File: src/rtl/riscv_defines.sv
// Shared core definitions: datapath widths, ALU operator encodings,
// requester ID type and arbitration policy encodings.
package riscv_defines;

    localparam int WORD_WIDTH   = 32;
    localparam int ALU_OP_WIDTH = 4;

    typedef logic [ALU_OP_WIDTH-1:0] alu_op_t;

    // Operators are plain constants rather than an enum so that
    // unassigned encodings can travel through the datapath untouched.
    localparam alu_op_t ALU_ADD  = 4'h0;
    localparam alu_op_t ALU_SUB  = 4'h1;
    localparam alu_op_t ALU_XOR  = 4'h2;
    localparam alu_op_t ALU_OR   = 4'h3;
    localparam alu_op_t ALU_AND  = 4'h4;
    localparam alu_op_t ALU_SLL  = 4'h5;
    localparam alu_op_t ALU_SRL  = 4'h6;
    localparam alu_op_t ALU_SRA  = 4'h7;
    localparam alu_op_t ALU_SLT  = 4'h8;
    localparam alu_op_t ALU_SLTU = 4'h9;

    // Value produced for encodings the ALU does not implement.
    localparam logic [WORD_WIDTH-1:0] ALU_DEFAULT = '0;

    typedef logic req_id_t;

    localparam int PRIO_ROUND_ROBIN = 0;
    localparam int PRIO_FIXED       = 1;

    typedef struct packed {
        logic [WORD_WIDTH-1:0] operand_a;
        logic [WORD_WIDTH-1:0] operand_b;
        alu_op_t               operator;
    } alu_req_t;

endpackage

File: src/rtl/alu.sv
// Single-cycle combinational integer ALU shared by the execute stage
// and secondary clients.
module alu
    import riscv_defines::*;
(
    input  alu_op_t               operator_i,
    input  logic [WORD_WIDTH-1:0] operand_a_i,
    input  logic [WORD_WIDTH-1:0] operand_b_i,
    output logic [WORD_WIDTH-1:0] result_o
);

    logic [4:0] shamt;
    assign shamt = operand_b_i[4:0];

    // Operation select; unknown encodings yield ALU_DEFAULT.
    always_comb begin
        result_o = ALU_DEFAULT;
        case (operator_i)
            ALU_ADD:  result_o = operand_a_i + operand_b_i;
            ALU_SUB:  result_o = operand_a_i - operand_b_i;
            ALU_XOR:  result_o = operand_a_i ^ operand_b_i;
            ALU_OR:   result_o = operand_a_i | operand_b_i;
            ALU_AND:  result_o = operand_a_i & operand_b_i;
            ALU_SLL:  result_o = operand_a_i << shamt;
            ALU_SRL:  result_o = operand_a_i >> shamt;
            ALU_SRA:  result_o = $unsigned($signed(operand_a_i) >>> shamt);
            ALU_SLT:  result_o = {{(WORD_WIDTH-1){1'b0}},
                                  ($signed(operand_a_i) < $signed(operand_b_i))};
            ALU_SLTU: result_o = {{(WORD_WIDTH-1){1'b0}}, (operand_a_i < operand_b_i)};
            default:  result_o = ALU_DEFAULT;
        endcase
    end

endmodule

File: src/rtl/alu_arbiter.sv
// Two-requester arbiter in front of the single ALU instance. Round-robin
// or fixed priority with a starvation guard for requester 1; one
// registered result stage with ready-based backpressure.
module alu_arbiter
    import riscv_defines::*;
#(
    parameter int PRIORITY_MODE = PRIO_ROUND_ROBIN,
    parameter int MAX_WAIT      = 4,
    parameter int CNT_WIDTH     = 4
) (
    input  logic                  clk,
    input  logic                  rst_n,

    input  logic                  req0_valid_i,
    output logic                  req0_ready_o,
    input  logic [WORD_WIDTH-1:0] req0_operand_a_i,
    input  logic [WORD_WIDTH-1:0] req0_operand_b_i,
    input  alu_op_t               req0_operator_i,

    input  logic                  req1_valid_i,
    output logic                  req1_ready_o,
    input  logic [WORD_WIDTH-1:0] req1_operand_a_i,
    input  logic [WORD_WIDTH-1:0] req1_operand_b_i,
    input  alu_op_t               req1_operator_i,

    output logic                  result_valid_o,
    input  logic                  result_ready_i,
    output logic [WORD_WIDTH-1:0] result_o,
    output req_id_t               result_id_o,
    output logic [CNT_WIDTH-1:0]  stall_cnt_o
);

    localparam logic [CNT_WIDTH-1:0] MAX_WAIT_C = CNT_WIDTH'(MAX_WAIT);

    alu_req_t              req0, req1, alu_req;
    logic [WORD_WIDTH-1:0] alu_result;
    logic                  accept;
    logic [1:0]            grant;
    req_id_t               winner;
    req_id_t               last_grant;
    logic [CNT_WIDTH-1:0]  stall_cnt;

    assign req0 = '{operand_a: req0_operand_a_i, operand_b: req0_operand_b_i,
                    operator: req0_operator_i};
    assign req1 = '{operand_a: req1_operand_a_i, operand_b: req1_operand_b_i,
                    operator: req1_operator_i};

    // The output stage can take a new result when empty or being drained.
    assign accept = !result_valid_o || result_ready_i;

    // Grant selection: only ever one winner, and only when the stage can accept.
    always_comb begin
        grant = 2'b00;
        if (accept) begin
            if (PRIORITY_MODE == PRIO_FIXED) begin
                if (req1_valid_i && (!req0_valid_i || stall_cnt == MAX_WAIT_C))
                    grant = 2'b10;
                else if (req0_valid_i)
                    grant = 2'b01;
            end else begin
                if (req0_valid_i && req1_valid_i)
                    grant = (last_grant == 1'b1) ? 2'b01 : 2'b10;
                else if (req0_valid_i)
                    grant = 2'b01;
                else if (req1_valid_i)
                    grant = 2'b10;
            end
        end
    end

    assign req0_ready_o = grant[0];
    assign req1_ready_o = grant[1];
    assign winner       = grant[1];
    assign alu_req      = grant[1] ? req1 : req0;

    alu u_alu (
        .operator_i  (alu_req.operator),
        .operand_a_i (alu_req.operand_a),
        .operand_b_i (alu_req.operand_b),
        .result_o    (alu_result)
    );

    // Result stage, round-robin pointer and starvation counter.
    always_ff @(posedge clk) begin
        if (!rst_n) begin
            result_valid_o <= 1'b0;
            result_o       <= '0;
            result_id_o    <= 1'b0;
            last_grant     <= 1'b1;
            stall_cnt      <= '0;
        end else begin
            if (accept) begin
                result_valid_o <= |grant;
                if (|grant) begin
                    result_o    <= alu_result;
                    result_id_o <= winner;
                    last_grant  <= winner;
                end
            end
            if (grant[1])
                stall_cnt <= '0;
            else if (accept && req1_valid_i && stall_cnt != MAX_WAIT_C)
                stall_cnt <= stall_cnt + 1'b1;
        end
    end

    assign stall_cnt_o = stall_cnt;

endmodule

File: config.mk
export PLATFORM = sky130hd
export DESIGN_NAME = alu_arbiter
export DESIGN_NICKNAME = d
export VERILOG_FILES = /design/src/rtl/riscv_defines.sv /design/src/rtl/alu.sv /design/src/rtl/alu_arbiter.sv
export SDC_FILE = /design/constraint.sdc
export NUM_CORES = 1
export LEC_CHECK = 0
export CELL_PAD_IN_SITES_DETAIL_PLACEMENT = 0
export CELL_PAD_IN_SITES_GLOBAL_PLACEMENT = 2
export CORE_AREA = 4 4 200 202
export CTS_BUF_LIST = sky130_fd_sc_hd__clkbuf_4
export DETAILED_ROUTE_END_ITERATION = 10
export DIE_AREA = 0 0 204 206
export GPL_TIMING_DRIVEN = 0
export HOLD_SLACK_MARGIN = 0.15
export PLACE_DENSITY = 0.86
export SETUP_SLACK_MARGIN = 0.15
export SYNTH_ARGS = -nofsm -noshare
export SYNTH_HDL_FRONTEND = slang
export SYNTH_SLANG_ARGS = --single-unit
File: constraint.sdc
create_clock -name clk -period 10.75 [get_ports clk]
set_clock_uncertainty 0.1 [all_clocks]
set_input_delay 2.15 -clock clk [delete_from_list [all_inputs] [get_ports clk]]
set_output_delay 2.15 -clock clk [all_outputs]
set_load 0.01 [all_outputs]
Word-level counts from Yosys, hierarchy flattened

Index checks and enable logic that the tools add are counted.

Register bits: 39

Eq/ne operators: 10
Add/subtract/negate cells: 3
Bitwise logic cells: 4
Muxes and demuxes: 7
Reductions and logical operators: 9
Magnitude comparators: 2
Shift-type cells: 3

Operators by type and width:

| operator                                                         | number |
|---|---|
| 32-bit case mux with 10 select lines                             | 1 |
| 68-bit 2-to-1 mux                                                | 1 |
| 32-bit less-than comparator                                      | 2 |
| 32-bit adder                                                     | 1 |
| 32-bit AND                                                       | 1 |
| 32-bit OR                                                        | 1 |
| 32-bit by 5-bit << shifter with 32-bit output                    | 1 |
| 32-bit by 5-bit >> shifter with 32-bit output                    | 1 |
| 32-bit by 5-bit >>> shifter with 32-bit output                   | 1 |
| 32-bit subtractor                                                | 1 |
| 32-bit bitwise XOR                                               | 1 |
| 4-bit by 3-bit == test with 1-bit output (second input constant) | 4 |
| 2-bit 2-to-1 mux                                                 | 5 |
| 4-bit by 2-bit == test with 1-bit output (second input constant) | 2 |
| 4-bit == test (second input constant)                            | 2 |
| 4-bit by 1-bit adder with 4-bit output (second input constant)   | 1 |
| 4-bit by 1-bit == test with 1-bit output (second input constant) | 1 |
| 4-bit logical NOT                                                | 1 |
| 4-bit by 3-bit != test with 1-bit output (second input constant) | 1 |
| 2-bit OR reduction                                               | 2 |
| 1-bit logical AND                                                | 3 |
| 2-bit AND reduction                                              | 1 |
| 1-bit logical NOT                                                | 1 |
| 1-bit logical OR                                                 | 1 |
| 1-bit inverter                                                   | 1 |

Logic depth before layout (Yosys ltp)

Gate-level depths: netlist of the first run.

Depth in word-level cells: 7
Depth in mapped cells: 23
Depth with buffers taken out: 16

Hierarchy

A second synthesis of the first run with hierarchy kept.

Cell total of the unflattened synthesis: 1570
Area total of the unflattened synthesis: 10894.2 um^2

By module, submodules not included:

| module      | cells an instance | area an instance (um^2) | times used |
|---|---|---|---|
| alu         | 1300              | 8438.1                  | 1 |
| alu_arbiter | 270               | 2456.1                  | 1 |

Worst setup path before layout of the first run

No wires, ideal clock.

Path type: input-to-reg
Start point: in result_ready_i
End point: reg result_o[16]
Path slack: 3.801 ns
Stages: 22
Path buffers: 9
Arrival: 6.724 ns
Cells stage by stage: nand2b_1 -> buf_4 -> nand3_1 -> buf_4 -> buf_2 -> buf_2 -> clkbuf_1 -> clkbuf_1 -> buf_1 -> nand2_1 -> nand2_1 -> ha_1 -> clkbuf_1 -> nor4_1 -> nand2_1 -> or3_1 -> and3_1 -> buf_2 -> o211a_1 -> a221o_1 -> a2111oi_1 -> o21ai_1

Longest elaborated chain between the ends: 5
Elaborated cells on any way between the ends: 24

RTL lines:

| item                                      | RTL line          | text |
|---|---|---|
| start, declared                           | alu_arbiter.sv:27 | `input logic result_ready_i,` |
| 1-bit logical OR *                        | alu_arbiter.sv:49 | `assign accept = !result_valid_o \|\| result_ready_i;` |
| 2-bit 2-to-1 mux                          | alu_arbiter.sv:54 | `if (accept) begin` |
| 68-bit 2-to-1 mux                         | alu_arbiter.sv:74 | `assign alu_req = grant[1] ? req1 : req0;` |
| 32-bit subtractor (tied with other cells) | alu.sv:20         | `ALU_SUB: result_o = operand_a_i - operand_b_i;` |
| 32-bit case mux with 10 select lines      | alu.sv:18         | `case (operator_i)` |
| end signal, assigned                      | alu_arbiter.sv:95 | `result_o <= alu_result;` |
| end, declared                             | alu_arbiter.sv:28 | `output logic [WORD_WIDTH-1:0] result_o,` |

Every way passes the cells marked *; elsewhere a longest branch is shown, timed or not.
A chain may end at the register's enable or synchronous reset.

Final worst setup path of the first run

Start point: in req0_valid_i
End point: reg result_o[28]

Longest elaborated chain between the ends: 6
Elaborated cells on any way between the ends: 26

RTL lines:

| item                                                  | RTL line                             | text |
|---|---|---|
| start, declared                                       | alu_arbiter.sv:14                    | `input logic req0_valid_i,` |
| 2-bit 2-to-1 mux or 1-bit logical AND (tied branches) | alu_arbiter.sv:63, alu_arbiter.sv:61 |  |
| 2-bit 2-to-1 mux *                                    | alu_arbiter.sv:61                    | `if (req0_valid_i && req1_valid_i)` |
| 2-bit 2-to-1 mux *                                    | alu_arbiter.sv:54                    |  |
| 68-bit 2-to-1 mux                                     | alu_arbiter.sv:74                    |  |
| 32-bit subtractor (tied with other cells)             | alu.sv:20                            |  |
| 32-bit case mux with 10 select lines                  | alu.sv:18                            |  |

Marked as above.

==> impl_results.md, run 1 <==
- Syn avg cell area: 6.84 um^2
- Root Buffer Master: clkbuf_4
- Post-DR wirelength/cell: 32.4 um
- Slew Viols, Final: 0
- Setup repair bufs after CTS: 0
- Worst setup margin: 0.386 ns
- Core area: 38300 um^2
- Power after layout: between 1.5 and 2 mW
- Vias: approximately 17000
- Die height: 206 um
- Die width: ~200 um
- Port Buf Inserts: 169
- RSZ-0062 raised after global routing: false
- Critical-path maximum fanout: 10
- Sum Neg Setup Slack: 0 ns
- CTS tree: built
- P_leak: roughly 6.7 nW
- Final hold vios: 0
- 1st-pass router iterations: 6
- Nets: 2356
- First DRT Iteration DRCs: 2181
- CTS resizes: 0
- Fin crit period: about 10 ns
- FP Rows: 72
- Maxcap violations: 0
- Synth unique cells: 89
- Worst slew margin relative to its limit: 0.130
- Hold_buf cts: 0
- Register area share after synthesis: 0.0589
- Hold Worst Slack: 0.393 ns
- Avg Vias per Cell: between 6 and 7
- Antenna violations before repair: 0
- Htree depth: 2
- Die area: about 42000 um^2
- Async S/R FF share, synth: 0
- Register bit total from synthesis: 39
- Synth Warn #: 0
- Synth Instances: 1937
- Tot GR Track Use: 0.389
- Power per cell area: around 96 nW/um^2
- Share of layout cells above drive strength 1: 0.0723
- CTS buffer count: 5
- Clock Pin Slew Worst Setup and Hold Paths: ~0.20 ns
- Met2 Resource Use GR: 0.625
- Worst hold path class: reg2reg
- Clock sink count: 39
- Post-Route Utilization: 0.410
- DRC errors left: 0
- Worst EP required: between 10 and 15 ns
- Vias in the first global route: approximately 16000
- Overflow after GRT: 0
- RD Place Congestion: 1.06
- Crit share post-route: 0.964
- Number of synthesized flops with an enable pin: 0
- Clock latency at the later pin of the worst-skew pair: 0.54 ns
- Fin area: 15700 um^2
- Crit path DAT: 10.68 ns
- Most common cell after layout, fill and taps aside: nand2_1
- Main synth FF type: dfxtp_1
- Placed inst area: 15600 um^2
- Yosys top cell by area: mux2i_1
- Most frequent cells in the layout: 289 x nand2_1, 215 x mux2i_1, 169 x clkdlybuf4s50_1, 158 x nor2_1, 121 x a21oi_1
- Starting Density: 0.346
- Fmax: 0.0965 GHz
- Post-DP HPWL: 69.7 mm
- Area contributors post-synth: mux2i_1 16%, ha_1 9.3%, nand2_1 8.2%, mux2_2 6.4%, dfxtp_1 5.9%
- Setup CP Type: in2reg
- CP endpoint kind: flip-flop
- Worst-Margin Slew: 1.27 ns
- Largest net degree at the start of global routing: 15
- Fillers: 4147
- DRT Wirelength: ~85 mm
- Final ANT Viol Nets: 0
- Met1 usage: 0.497
- Final setup vio count: 0
- Area delta synth->final: 18.5%
- First-pass GRT wire length: 119 mm
- Placement Setup Slack: 0.124 ns
- I/O Pins: 181
- VDD IR max: 49.8 uV
- Mapped Nets: 2179
- Startpoint Class: primary input
- Grt met3 use: 0.0631
- Mapped Area: 13300 um^2
- Layer with the highest usage: met2
- Post-synth top area share: 0.162
- Dpl cells: ~2600
- Post-Layout Cell Count: roughly 2600
- Longest Clk Path Bufs: 2
- Status: finished clean
## critical path: stages
cell and delay, ns:
clkdlybuf4s50_1 0.50, nand2_1 0.35, nand3_1 0.31, inv_1 0.27, buf_2 0.37, buf_1 0.62, clkbuf_1 0.68, clkbuf_1 0.86
buf_1 0.60, nand2_1 0.11, nand2_1 0.31, ha_1 0.17, clkbuf_1 0.42, nand2_1 0.25, nor3_1 0.31, nand3_1 0.32
or3_1 0.56, o311a_1 0.18, a31oi_1 0.56, a311oi_1 0.18, a2111oi_0 0.46, a21oi_1 0.12
## kinds of logic (layout without fill, tap and decap cells)
group,Yosys count,after routing,share of synthesized area
flops,39,39,0.0589
simple gates,657,657,0.223
buf+inv,264,442,0.0803
xor+xnor,20,20,0.0132
compound gates,559,559,0.291
fa+ha+maj,101,101,0.0965
other cells,0,1,0
mux,297,297,0.237
## state kept, by name (all words and copies together) (netlist names)
register        flops
result_valid_o      1
result_o           32
last_grant          1
result_id_o         1
stall_cnt_o         4
## synthesized netlist by cell type, types with 20 or more instances
master,number
o21ai_0,98
a221oi_1,24
inv_1,113
clkbuf_1,82
ha_1,99
o31ai_1,22
o211ai_1,29
nand2_1,289
a21o_1,21
nor4_1,20
mux2_2,75
mux2i_1,215
a21oi_1,121
buf_2,31
a31oi_1,27
buf_1,27
nor3_1,50
nor2_1,158
a211oi_1,28
nand3_1,34
dfxtp_1,39
o21bai_1,20
## cell type report
| class | count | area, um^2 | area share |
|---|---|---|---|
| timing repair buffer | 170 | 1710 | 0.109 |
| tap | 518 | 648 | 0.0413 |
| sequential | 39 | 781 | 0.0497 |
| antenna | 1 | 2.50 | 0.000159 |
| inverter | 116 | 435 | 0.0277 |
| buffer | 148 | 629 | 0.0401 |
| multi-input combinational | 1634 | 11400 | 0.727 |
| clock inverter | 3 | 47.5 | 0.00303 |
| clock buffer | 5 | 37.5 | 0.00239 |
## layer usage
layer,vias up,part of all wire
li1,7510,-
met4,0,0.071
met3,282,0.083
met2,1060,0.44
met1,8233,0.41
met5,-,0
## worst paths after layout
kind | from | endpoint | slack, ns | cells past startpoint
min | result_o[8] | result_o[8] | 0.39 | 2
max reg2reg | last_grant | result_o[28] | 2.16 | 21
max | req0_valid_i | result_o[28] | 0.39 | 22
min reg2reg | result_o[8] | result_o[8] | 0.39 | 2
## report_power, final
part           leakage [nW]  internal (mW)  total (mW)  switching, mW
clock network        0.0458         0.0502       0.147         0.0964
registers             0.319          0.158       0.171         0.0130
logic                  6.37          0.395        1.18          0.788
No activity file was read; power rests on OpenSTA's default activity.
==> run 2, diff against run 1 <==
CORE_AREA = 2 2 198 200   (was 4 4 200 202)
DIE_AREA = 0 0 200 202   (was 0 0 204 206)
==> run 2 against run 1 <==
Core utilization up 0.078 points; flip-flop and latch count unchanged; via count up 0.42%; routed wire length is 0.15% lower; largest cell class unchanged; largest power group unchanged.
==> impl_results.md, run 2 (same netlist as run 1, synthesis figures left out) <==
- Crit share post-route: 0.956
- Htree depth: 2
- Fillers: 4140
- Setup repair bufs after CTS: 0
- Starting Density: 0.346
- CTS buffer count: 5
- DRT Wirelength: 85.2 mm
- Vias: 17200
- Port Buf Inserts: 169
- Share of layout cells above drive strength 1: 0.0728
- First DRT Iteration DRCs: 2134
- VDD IR max: 75.2 uV
- Antenna violations before repair: 4
- CTS resizes: 0
- Die width: 200 um
- Die height: between 200 and 250 um
- Startpoint Class: primary input
- Most common cell after layout, fill and taps aside: nand2_1
- FP Rows: 72
- Maxcap violations: 0
- Status: finished clean
- Slew Viols, Final: 0
- Tot GR Track Use: 0.414
- RSZ-0062 raised after global routing: false
- RD Place Congestion: 1.05
- Clock sink count: 39
- Clock latency at the later pin of the worst-skew pair: 0.52 ns
- Post-DP HPWL: approximately 70 mm
- Final setup vio count: 0
- Metal2 WL: about 37 mm
- Hold_buf cts: 0
- Max FFs per register: 32
- Worst path most repeated cell: nand2_1
- Crit path cell chain: clkdlybuf4s50_1 -> nand2_1 -> nand3_1 -> inv_1 -> buf_2 -> buf_1 -> clkbuf_1 -> clkbuf_1 -> buf_1 -> nand2_1 -> nand2_1 -> ha_1 -> clkbuf_1 -> nand2_1 -> nor3_1 -> nand3_1 -> or3_1 -> o311a_1 -> a31oi_1 -> a311oi_1 -> a2111oi_0 -> a21oi_1
- Combinational share of power: 0.776
- Clock Pin Slew Worst Setup and Hold Paths: 0.26 ns
- CP max stage delay: 0.90 ns
- Final ANT Viol Nets: 0
- Crit path DAT: 10.66 ns
- DR top layer: met5
- Sequential power share: 0.111
- Fmax: approximately 0.097 GHz
- Fin area: 15700 um^2
- Avg Vias per Cell: approximately 6.5
- Net Switching: 0.906 mW
- Final hold vios: 0
- CP top delay family: buffers and inverters
- CP endpoint kind: flip-flop
- P_leak: around 6.7 nW
- First-pass GRT wire length: 119 mm
- Worst-Margin Slew: 1.43 ns
- Sum Neg Setup Slack: 0 ns
- M1 wire length: 34.4 mm
- Worst EP required: 11.14 ns
- CTS tree: built
- Largest net degree at the start of global routing: 14
- Fin crit period: 10.27 ns
- Worst slew margin relative to its limit: 0.0213
- Nets: between 2000 and 2500
- Root Buffer Master: clkbuf_4
- Setup CP Type: in2reg
- Worst hold path class: reg2reg
- Worst Path Buf+Inv: 8
- Area delta synth->final: 18.7%
- Overflow after GRT: 0
- Vias in the first global route: 16400
- Switching Fraction: 0.592
- I/O Pins: about 180
- Power per cell area: 97.3 nW/um^2
- Longest Clk Path Bufs: 2
- Die area: 40400 um^2
- Critical-path maximum fanout: 10
- Placed inst area: around 16000 um^2
- Core area: 38300 um^2
- 1st-pass router iterations: 9
- Power Internal: roughly 0.63 mW
- Top reg by flops: result_o
- Post-DR wirelength/cell: 32.3 um
- Power share of the clock group: 0.113
- Slowest CP cell: clkbuf_1
- DR WL met3: 7.96 mm
- DRC errors left: 0
- Most frequent cells in the layout: 289 x nand2_1, 215 x mux2i_1, 169 x clkdlybuf4s50_1, 158 x nor2_1, 121 x a21oi_1
run 2: area by class of cell:
cell class              instances  area (um^2)  area share
clock buffers                   5         37.5     0.00239
flip-flops and latches         39          781      0.0496
well taps                     518          648      0.0412
inverters                     116          435      0.0277
clock inverters                 3         67.6     0.00429
multi-input cells            1634        11400       0.726
diodes                          3         7.51    0.000477
repair buffers                171         1710       0.109
plain buffers                 148          629      0.0400
run 2: routing by layer:
layer  GRT usage  vias to the layer above
met5     0.00494                        -
met4       0.231                        4
li1            -                     7513
met3      0.0878                      246
met2       0.641                     1101
met1       0.530                     8292
run 2: power groups by stage:
stage	Sequential (mW)	Combinational, mW	Clock, mW
final	0.171	1.19	0.172
after global routing	0.171	1.24	0.170
after CTS	0.170	1.14	0.167
after detailed placement	0.173	1.14	0
after global placement	0.173	1.14	0
after floorplan	0.174	0.675	0
run 2: worst paths after layout:
kind | startpoint | endpoint | slack, ns | cells past startpoint
worst max-delay path | req0_valid_i | result_o[28] | 0.48 | 22
worst min-delay path | result_o[8] | result_o[8] | 0.38 | 2
worst max register to register | last_grant | result_o[28] | 2.26 | 21
worst min register to register | result_o[8] | result_o[8] | 0.38 | 2
run 2: tightest hold or removal path, cell delays in order, from the launching register on:
cell     delay [ns]
dfxtp_1        0.36
nand2_1        0.05
o21ai_0        0.06
run 2: per-stage QoR:
stage	std cells	hold slack [ns]	setup slack, ns	util	power [mW]
2_1_floorplan	1937	0.363	3.80	-	0.849
3_3_place_gp	2624	0.345	0.157	0.407	1.31
3_5_place_dp	2625	0.346	0.240	0.408	1.31
4_1_cts	2633	0.381	0.816	0.411	1.48
5_1_grt	2635	0.396	0.374	0.411	1.58
6_report	2637	0.379	0.476	0.411	1.53
